===== src/rtl/clk_div_gen_if.sv =====
`default_nettype none
// ============================================================================
// Module   : clk_div_gen_if
// Purpose  : Bundles the control and clock-output signals of clk_div_gen.
//            The slave side is the divider. The master side is the
//            front-panel / CPU logic: it drives the mode, the divisors,
//            step_req and clr_cycles, and it receives the generated clocks,
//            the tick strobes and the cycle count.
// Signals  : mode[1:0], div_fast, div_slow, disp_div, step_req, clr_cycles
//            (master -> slave); cpu_clk, cpu_tick, disp_clk, disp_tick,
//            cycles (slave -> master).
// Revision : 1.0 - initial release
// ============================================================================
interface clk_div_gen_if #(
  parameter int CNT_W = 32,
  parameter int CYC_W = 16
);
  logic [1:0]       mode;
  logic [CNT_W-1:0] div_fast;
  logic [CNT_W-1:0] div_slow;
  logic [CNT_W-1:0] disp_div;
  logic             step_req;
  logic             clr_cycles;
  logic             cpu_clk;
  logic             cpu_tick;
  logic             disp_clk;
  logic             disp_tick;
  logic [CYC_W-1:0] cycles;

  modport master (
    output mode, div_fast, div_slow, disp_div, step_req, clr_cycles,
    input  cpu_clk, cpu_tick, disp_clk, disp_tick, cycles
  );

  modport slave (
    input  mode, div_fast, div_slow, disp_div, step_req, clr_cycles,
    output cpu_clk, cpu_tick, disp_clk, disp_tick, cycles
  );
endinterface
`default_nettype wire


===== src/rtl/clk_div_gen.sv =====
`default_nettype none
// ============================================================================
// Module   : clk_div_gen
// Purpose  : Generates the CPU clock and the display clock.
//            The CPU clock has four run modes: fast divide, slow divide,
//            single-step and halt. The display clock runs free and does not
//            depend on the mode. Both divisors can be changed at run time.
//            Each channel toggles every D+1 Sys_Clk cycles, so its period is
//            2*(D+1) cycles. A new divisor is taken only at a terminal count.
//            The block also keeps a clearable count of cpu_clk rising edges.
// Ports    : Sys_Clk - system clock
//            rst_n   - synchronous reset, active-low
//            bus     - clk_div_gen_if.slave (mode, divisors, step_req,
//                      clr_cycles in; cpu_clk/tick, disp_clk/tick, cycles out)
// Options  : CLK_DIV_CYC_SAT_EN - when defined, cycles stops at its
//            all-ones value instead of wrapping.
// Revision : 1.0 - initial release
// ============================================================================
module clk_div_gen #(
  parameter int CNT_W    = 32,
  parameter int CYC_W    = 16,
  parameter int DISP_DEF = 200000
) (
  input wire           Sys_Clk,
  input wire           rst_n,
  clk_div_gen_if.slave bus
);
  localparam logic [1:0]       c_mode_fast = 2'b00;
  localparam logic [1:0]       c_mode_slow = 2'b01;
  localparam logic [1:0]       c_mode_step = 2'b10;
  localparam logic [CNT_W-1:0] c_disp_def  = CNT_W'(DISP_DEF);
`ifdef CLK_DIV_CYC_SAT_EN
  localparam logic [CYC_W-1:0] c_cyc_max   = '1;
`endif

  logic [1:0]       r_mode_q;
  logic             r_step_q;
  logic [CNT_W-1:0] r_cpu_cnt;
  logic [CNT_W-1:0] r_cpu_shadow;
  logic             r_cpu_clk;
  logic             r_cpu_tick;
  logic [CNT_W-1:0] r_disp_cnt;
  logic [CNT_W-1:0] r_disp_shadow;
  logic             r_disp_clk;
  logic             r_disp_tick;
  logic [CYC_W-1:0] r_cycles;

  logic [CNT_W-1:0] w_cpu_div;
  logic [CNT_W-1:0] w_disp_div;
  logic             w_mode_chg;
  logic             w_cpu_term;
  logic             w_disp_term;
  logic             w_step_edge;
  logic             w_cpu_rise;

  // The step and halt modes have no divisor of their own. Their shadow value
  // is never used, because leaving either mode is a mode change, and a mode
  // change reloads the shadow.
  assign w_cpu_div   = (bus.mode == c_mode_fast) ? bus.div_fast : bus.div_slow;
  assign w_disp_div  = (bus.disp_div == '0) ? c_disp_def : bus.disp_div;
  assign w_mode_chg  = (bus.mode != r_mode_q);
  assign w_cpu_term  = (r_cpu_cnt == r_cpu_shadow);
  assign w_disp_term = (r_disp_cnt == r_disp_shadow);
  assign w_step_edge = bus.step_req & ~r_step_q;

  // A rising edge of cpu_clk is the only event that counts as a cycle.
  // The forced low on entry to step/halt is not a rising edge.
  always_comb begin
    w_cpu_rise = 1'b0;
    if (!w_mode_chg) begin
      case (bus.mode)
        c_mode_fast, c_mode_slow: w_cpu_rise = w_cpu_term & ~r_cpu_clk;
        c_mode_step:              w_cpu_rise = w_step_edge & ~r_cpu_clk;
        default:                  w_cpu_rise = 1'b0;
      endcase
    end
  end

  always_ff @(posedge Sys_Clk) begin
    if (!rst_n) begin
      // Loading the current mode here means releasing reset does not look
      // like a mode change.
      r_mode_q     <= bus.mode;
      r_step_q     <= 1'b0;
      r_cpu_cnt    <= '0;
      r_cpu_shadow <= w_cpu_div;
      r_cpu_clk    <= 1'b0;
      r_cpu_tick   <= 1'b0;
    end else begin
      // step_req is registered in every mode. A level held through halt
      // therefore cannot appear as a fresh edge when step mode is entered.
      r_mode_q   <= bus.mode;
      r_step_q   <= bus.step_req;
      r_cpu_tick <= w_cpu_rise;
      if (w_mode_chg) begin
        r_cpu_cnt    <= '0;
        r_cpu_shadow <= w_cpu_div;
        if (bus.mode[1]) begin
          r_cpu_clk <= 1'b0;
        end
      end else begin
        case (bus.mode)
          c_mode_fast, c_mode_slow: begin
            if (w_cpu_term) begin
              r_cpu_cnt    <= '0;
              r_cpu_shadow <= w_cpu_div;
              r_cpu_clk    <= ~r_cpu_clk;
            end else begin
              r_cpu_cnt <= r_cpu_cnt + 1'b1;
            end
          end
          c_mode_step: begin
            if (r_cpu_clk) begin
              r_cpu_clk <= 1'b0;
            end else if (w_step_edge) begin
              r_cpu_clk <= 1'b1;
            end
          end
          default: r_cpu_clk <= 1'b0;
        endcase
      end
    end
  end

  // Clear has priority over an increment in the same cycle.
  always_ff @(posedge Sys_Clk) begin
    if (!rst_n || bus.clr_cycles) begin
      r_cycles <= '0;
    end else if (w_cpu_rise) begin
`ifdef CLK_DIV_CYC_SAT_EN
      if (r_cycles != c_cyc_max) begin
        r_cycles <= r_cycles + 1'b1;
      end
`else
      r_cycles <= r_cycles + 1'b1;
`endif
    end
  end

  always_ff @(posedge Sys_Clk) begin
    if (!rst_n) begin
      r_disp_cnt    <= '0;
      r_disp_shadow <= w_disp_div;
      r_disp_clk    <= 1'b0;
      r_disp_tick   <= 1'b0;
    end else begin
      r_disp_tick <= w_disp_term;
      if (w_disp_term) begin
        r_disp_cnt    <= '0;
        r_disp_shadow <= w_disp_div;
        r_disp_clk    <= ~r_disp_clk;
      end else begin
        r_disp_cnt <= r_disp_cnt + 1'b1;
      end
    end
  end

  assign bus.cpu_clk   = r_cpu_clk;
  assign bus.cpu_tick  = r_cpu_tick;
  assign bus.disp_clk  = r_disp_clk;
  assign bus.disp_tick = r_disp_tick;
  assign bus.cycles    = r_cycles;
endmodule
`default_nettype wire


===== src/flat_wrapper.sv =====
// flat-port wrapper written by rule: the top's interface ports become plain ports
module clk_div_gen_flat 
#(
  parameter int CNT_W    = 32,
  parameter int CYC_W    = 16,
  parameter int DISP_DEF = 200000
)
  (Sys_Clk, rst_n, bus_mode, bus_div_fast, bus_div_slow, bus_disp_div, bus_step_req, bus_clr_cycles, bus_cpu_clk, bus_cpu_tick, bus_disp_clk, bus_disp_tick, bus_cycles);
  clk_div_gen_if #(.CNT_W(CNT_W), .CYC_W(CYC_W)) bus_i ();
  input wire Sys_Clk;
  input wire rst_n;
  input wire logic [$bits(bus_i.mode)-1:0] bus_mode;
  input wire logic [$bits(bus_i.div_fast)-1:0] bus_div_fast;
  input wire logic [$bits(bus_i.div_slow)-1:0] bus_div_slow;
  input wire logic [$bits(bus_i.disp_div)-1:0] bus_disp_div;
  input wire logic [$bits(bus_i.step_req)-1:0] bus_step_req;
  input wire logic [$bits(bus_i.clr_cycles)-1:0] bus_clr_cycles;
  output wire logic [$bits(bus_i.cpu_clk)-1:0] bus_cpu_clk;
  output wire logic [$bits(bus_i.cpu_tick)-1:0] bus_cpu_tick;
  output wire logic [$bits(bus_i.disp_clk)-1:0] bus_disp_clk;
  output wire logic [$bits(bus_i.disp_tick)-1:0] bus_disp_tick;
  output wire logic [$bits(bus_i.cycles)-1:0] bus_cycles;
  assign bus_i.mode = bus_mode;
  assign bus_i.div_fast = bus_div_fast;
  assign bus_i.div_slow = bus_div_slow;
  assign bus_i.disp_div = bus_disp_div;
  assign bus_i.step_req = bus_step_req;
  assign bus_i.clr_cycles = bus_clr_cycles;
  assign bus_cpu_clk = bus_i.cpu_clk;
  assign bus_cpu_tick = bus_i.cpu_tick;
  assign bus_disp_clk = bus_i.disp_clk;
  assign bus_disp_tick = bus_i.disp_tick;
  assign bus_cycles = bus_i.cycles;
  clk_div_gen #(.CNT_W(CNT_W), .CYC_W(CYC_W), .DISP_DEF(DISP_DEF)) u_core (.Sys_Clk(Sys_Clk), .rst_n(rst_n), .bus(bus_i));
endmodule

===== config.mk =====
export PLATFORM = sky130hd
export DESIGN_NAME = clk_div_gen_flat
export DESIGN_NICKNAME = d
export VERILOG_FILES = /design/src/rtl/clk_div_gen_if.sv /design/src/rtl/clk_div_gen.sv /design/src/flat_wrapper.sv
export SDC_FILE = /design/constraint.sdc
export NUM_CORES = 1
export LEC_CHECK = 0
export CAP_MARGIN = 20
export CELL_PAD_IN_SITES_DETAIL_PLACEMENT = 1
export CELL_PAD_IN_SITES_GLOBAL_PLACEMENT = 1
export CORE_MARGIN = 3
export CORE_UTILIZATION = 35
export DETAILED_ROUTE_END_ITERATION = 8
export PLACE_DENSITY_LB_ADDON = 0.15
export REMOVE_ABC_BUFFERS = 1
export SYNTH_ARGS = -nofsm -noshare
export SYNTH_HDL_FRONTEND = slang
export SYNTH_SLANG_ARGS = --single-unit

===== constraint.sdc =====
create_clock -name Sys_Clk -period 3.1 [get_ports Sys_Clk]
set_clock_uncertainty 0.2 [all_clocks]
set_input_delay 0.93 -clock Sys_Clk [delete_from_list [all_inputs] [get_ports Sys_Clk]]
set_output_delay 0.93 -clock Sys_Clk [all_outputs]
set_load 0.02 [all_outputs]

==> results of run 1 <==
[layout make-up]
| type | instances | share of cell area (%) |
|---|---|---|
| tap | 265 | 3.60 |
| clock buffer | 17 | 4.62 |
| sequential | 151 | 39.8 |
| inverter | 7 | 0.285 |
| clock inverter | 15 | 2.01 |
| timing repair buffer | 147 | 15.7 |
| multi-input combinational | 465 | 34.0 |
[per-layer routing]
layer	vias up	track usage, %	wire, µm
li1	2561	-	-
met1	2550	19.6	7640
met2	102	30.2	9270
met3	19	3.83	581
met4	0	5.22	281
met5	-	0	0
[power groups by stage]
stage	registers (mW)	clock network, mW	logic, mW
after floorplan	2.23	0	0.144
after global placement	2.24	0	0.345
after detailed placement	2.24	0	0.352
after CTS	2.20	2.21	0.355
after global routing	2.21	2.29	0.381
final	2.20	2.16	0.350
[state kept, by name, summed over array words and instances (netlist names)]
signal,count
u_core.r_cpu_cnt,32
u_core.r_cpu_shadow,32
u_core.r_disp_cnt,32
u_core.r_disp_shadow,32
u_core.bus.cycles,16
u_core.r_mode_q,2
u_core.bus.cpu_clk,1
u_core.bus.cpu_tick,1
u_core.bus.disp_clk,1
u_core.bus.disp_tick,1
u_core.r_step_q,1
[cells in the final DEF (no fill, tap or decap), drive strengths merged, types with 2 or more instances in the layout]
| cell type | n |
|---|---|
| dfxtp | 87 |
| nand3 | 22 |
| mux2i | 2 |
| ha | 3 |
| xor2 | 75 |
| a21oi | 12 |
| nor3 | 9 |
| clkinv | 7 |
| inv | 7 |
| nor4 | 22 |
| a41o | 2 |
| o21a | 2 |
| and3 | 15 |
| nand4 | 29 |
| nor2 | 95 |
| clkinvlp | 4 |
| clkdlybuf4s50 | 121 |
| a31o | 6 |
| o31ai | 3 |
| buf | 26 |
| clkbuf | 17 |
| and4 | 10 |
| mux2 | 32 |
| and2 | 3 |
| bufinv | 4 |
| a31oi | 2 |
| nand2 | 42 |
| or2 | 7 |
| edfxtp | 64 |
| a21o | 2 |
| o21ai | 4 |
| xnor2 | 52 |
| or4 | 5 |
[through the flow]
stage / utilization [%] / TNS (ns) / total power, mW / hold WS [ns]
final: 47.0 / 0 / 4.70 / 0.303
after global routing: 47.0 / 0 / 4.88 / 0.321
after CTS: 47.0 / 0 / 4.76 / 0.306
after detailed placement: 43.9 / -1.97 / 2.59 / 0.296
after global placement: 43.9 / -0.773 / 2.58 / 0.263
after floorplan: - / -2.05 / 2.37 / 0.240
[final timing paths]
check | from | end | depth (start not counted)
hold reg to reg | u_core.r_disp_cnt[0] | u_core.r_disp_cnt[0] | 1
hold / removal | u_core.r_disp_cnt[0] | u_core.r_disp_cnt[0] | 1
setup / recovery | bus_mode[1] | u_core.bus.cycles[13] | 8
setup reg to reg | u_core.r_cpu_shadow[19] | u_core.bus.cycles[10] | 6
[worst max-delay path: stages]
cell and delay (ns):
clkdlybuf4s50_1 0.48, or2b_2 0.31, nor2_1 0.20, o21bai_2 0.23, buf_4 0.20, nor3_1 0.29, a21oi_1 0.12, a31o_2 0.21
[cells by family after synthesis]
group / after synthesis / share of synthesized area, %
buffers and inverters: 51 / 3.11
AND/OR/NAND/NOR: 266 / 19.3
flip-flops: 151 / 52.3
multiplexers: 34 / 5.43
XOR/XNOR: 127 / 16.0
adder cells (fa/ha/maj): 3 / 0.536
AO/OA/AOI/OAI: 35 / 3.34
==> flow_metrics.py, run 1 <==
metrics = {
    "outcome": {
        "status": "finished clean",
    },
    "floorplan": {
        "ios": 122,
        "die-area_um2": 21700,
        "start_util_pct": 35.7,
        "fp.dieH_um": 147,
        "die_x_um": 147,
        "core_um2": 19600,
        "rows": 51,
    },
    "pwr": {
        "p_comb_share_pct": 7.4,
        "power.share.sequential_pct": 46.7,
        "cellInternalPower_mw": 3.70,
        "p_per_area_nw_per_um2": 511,
        "pwr-share-clk_pct": 45.8,
        "ir_drop_mv": 0.331,
        "leakage_nw": 3.26,
        "swShare_pct": 21.4,
        "switchingPower_mw": 1.01,
    },
    "hold_path": {
        "hp-class": "flip-flop to flip-flop",
    },
    "timing": {
        "slew_headroom_pct": 65.3,
        "slew_violations": 0,
        "setup_viol": 0,
        "tightest_slew_ns": 0.520,
        "final-hold-violation-count": 0,
        "rsz0062_at_grt": "no",
        "fmax_mhz": 349,
        "finalCriticalPeriod_ns": 2.86,
        "setup_slack_ns": 0.238,
        "min_period_over_period_pct": 92.3,
    },
    "yosys": {
        "yosysUniqueCellTypes": 44,
        "yosysWarnings": 0,
        "synth_seq_cells": 151,
        "synth_top_flop_cell": "dfxtp_1",
        "yosys.area.top_type_share_pct": 27.4,
        "synth_edf_count": 64,
        "async_reset_ff_share_pct": 0,
        "synth.avg_cell_area_um2": 10.5,
        "syn-instance-count": 667,
        "yosysTopAreaCell": "edfxtp_1",
        "yosysMostFrequentCell": "nor2_1",
        "syn-cell-area_um2": 7000,
        "netlist_top_cells_area": "edfxtp_1, dfxtp_1, xor2_1",
        "yosysSeqAreaShare_pct": 52.3,
        "synth_common_cells": "nor2_1, dfxtp_1, xor2_1",
    },
    "global_route": {
        "grt_pass1_wl_mm": 28.8,
        "grt_pass1_vias": 5686,
        "antenna_found_initial": 0,
        "grt_max_degree": 65,
        "grt_overflow": 0,
        "grt_use_total_pct": 16.7,
    },
    "place": {
        "io_buffer_count": 121,
        "place_hpwl_mm": 13.0,
        "dp.cells": 1035,
        "pre_cts_ws_ns": -0.291,
        "post_dp_cell_area_um2": 8590,
        "gp_congestion": 0.798,
    },
    "route": {
        "drc": 0,
        "first_pass_iters": 6,
        "antenna_left": 0,
        "wl_mm": 17.8,
        "wl_per_cell_um": 16.7,
        "vias": 5232,
        "viasPerCell": 4.90,
        "drt-initial-drc-count": 251,
    },
    "clock_network": {
        "cts_tree": "yes",
        "cts_num_sinks": 151,
        "postCtsHoldBufs": 0,
        "clk_latency_ns": 0.42,
        "clk_pin_slew_ns": 0.06,
        "cts_buffer_depth": 2,
        "cts_resized": 0,
        "numCtsBuffers": 17,
        "cts_setup_buffers": 0,
        "ctsHtreeMaxLevel": 4,
        "clockRootBuffer": "clkbuf_16",
    },
    "cells_and_area": {
        "final-seq-area_um2": 3660,
        "n_antenna_cell": 0,
        "final_area_um2": 9210,
        "multi_input_area_um2": 3140,
        "instances_no_fill": 1067,
        "syn2layout_area_growth_pct": 31.6,
        "layout-drive-gt1-share_pct": 13.8,
        "nFillCells": 2164,
        "fin_nets": 894,
    },
    "worst_setup_path": {
        "cp.arrival_ns": 2.98,
        "critical_path_class": "input pin to flip-flop",
        "reg2reg_slack_ns": 0.35,
        "required_ns": 3.22,
        "start_kind": "input pin",
        "endpoint_kind": "flip-flop",
        "crit_fanout": 11,
    },
    "job": {
        "max_cap_viol_count": 0,
    },
}
Power figures use the tool's default switching activity.
==> inputs of run 2 (changes only) <==
GPL_TIMING_DRIVEN = 1   (was unset)
==> results of run 2 <==
No change in the layout: final DEF, timing and power equal those of run 1.
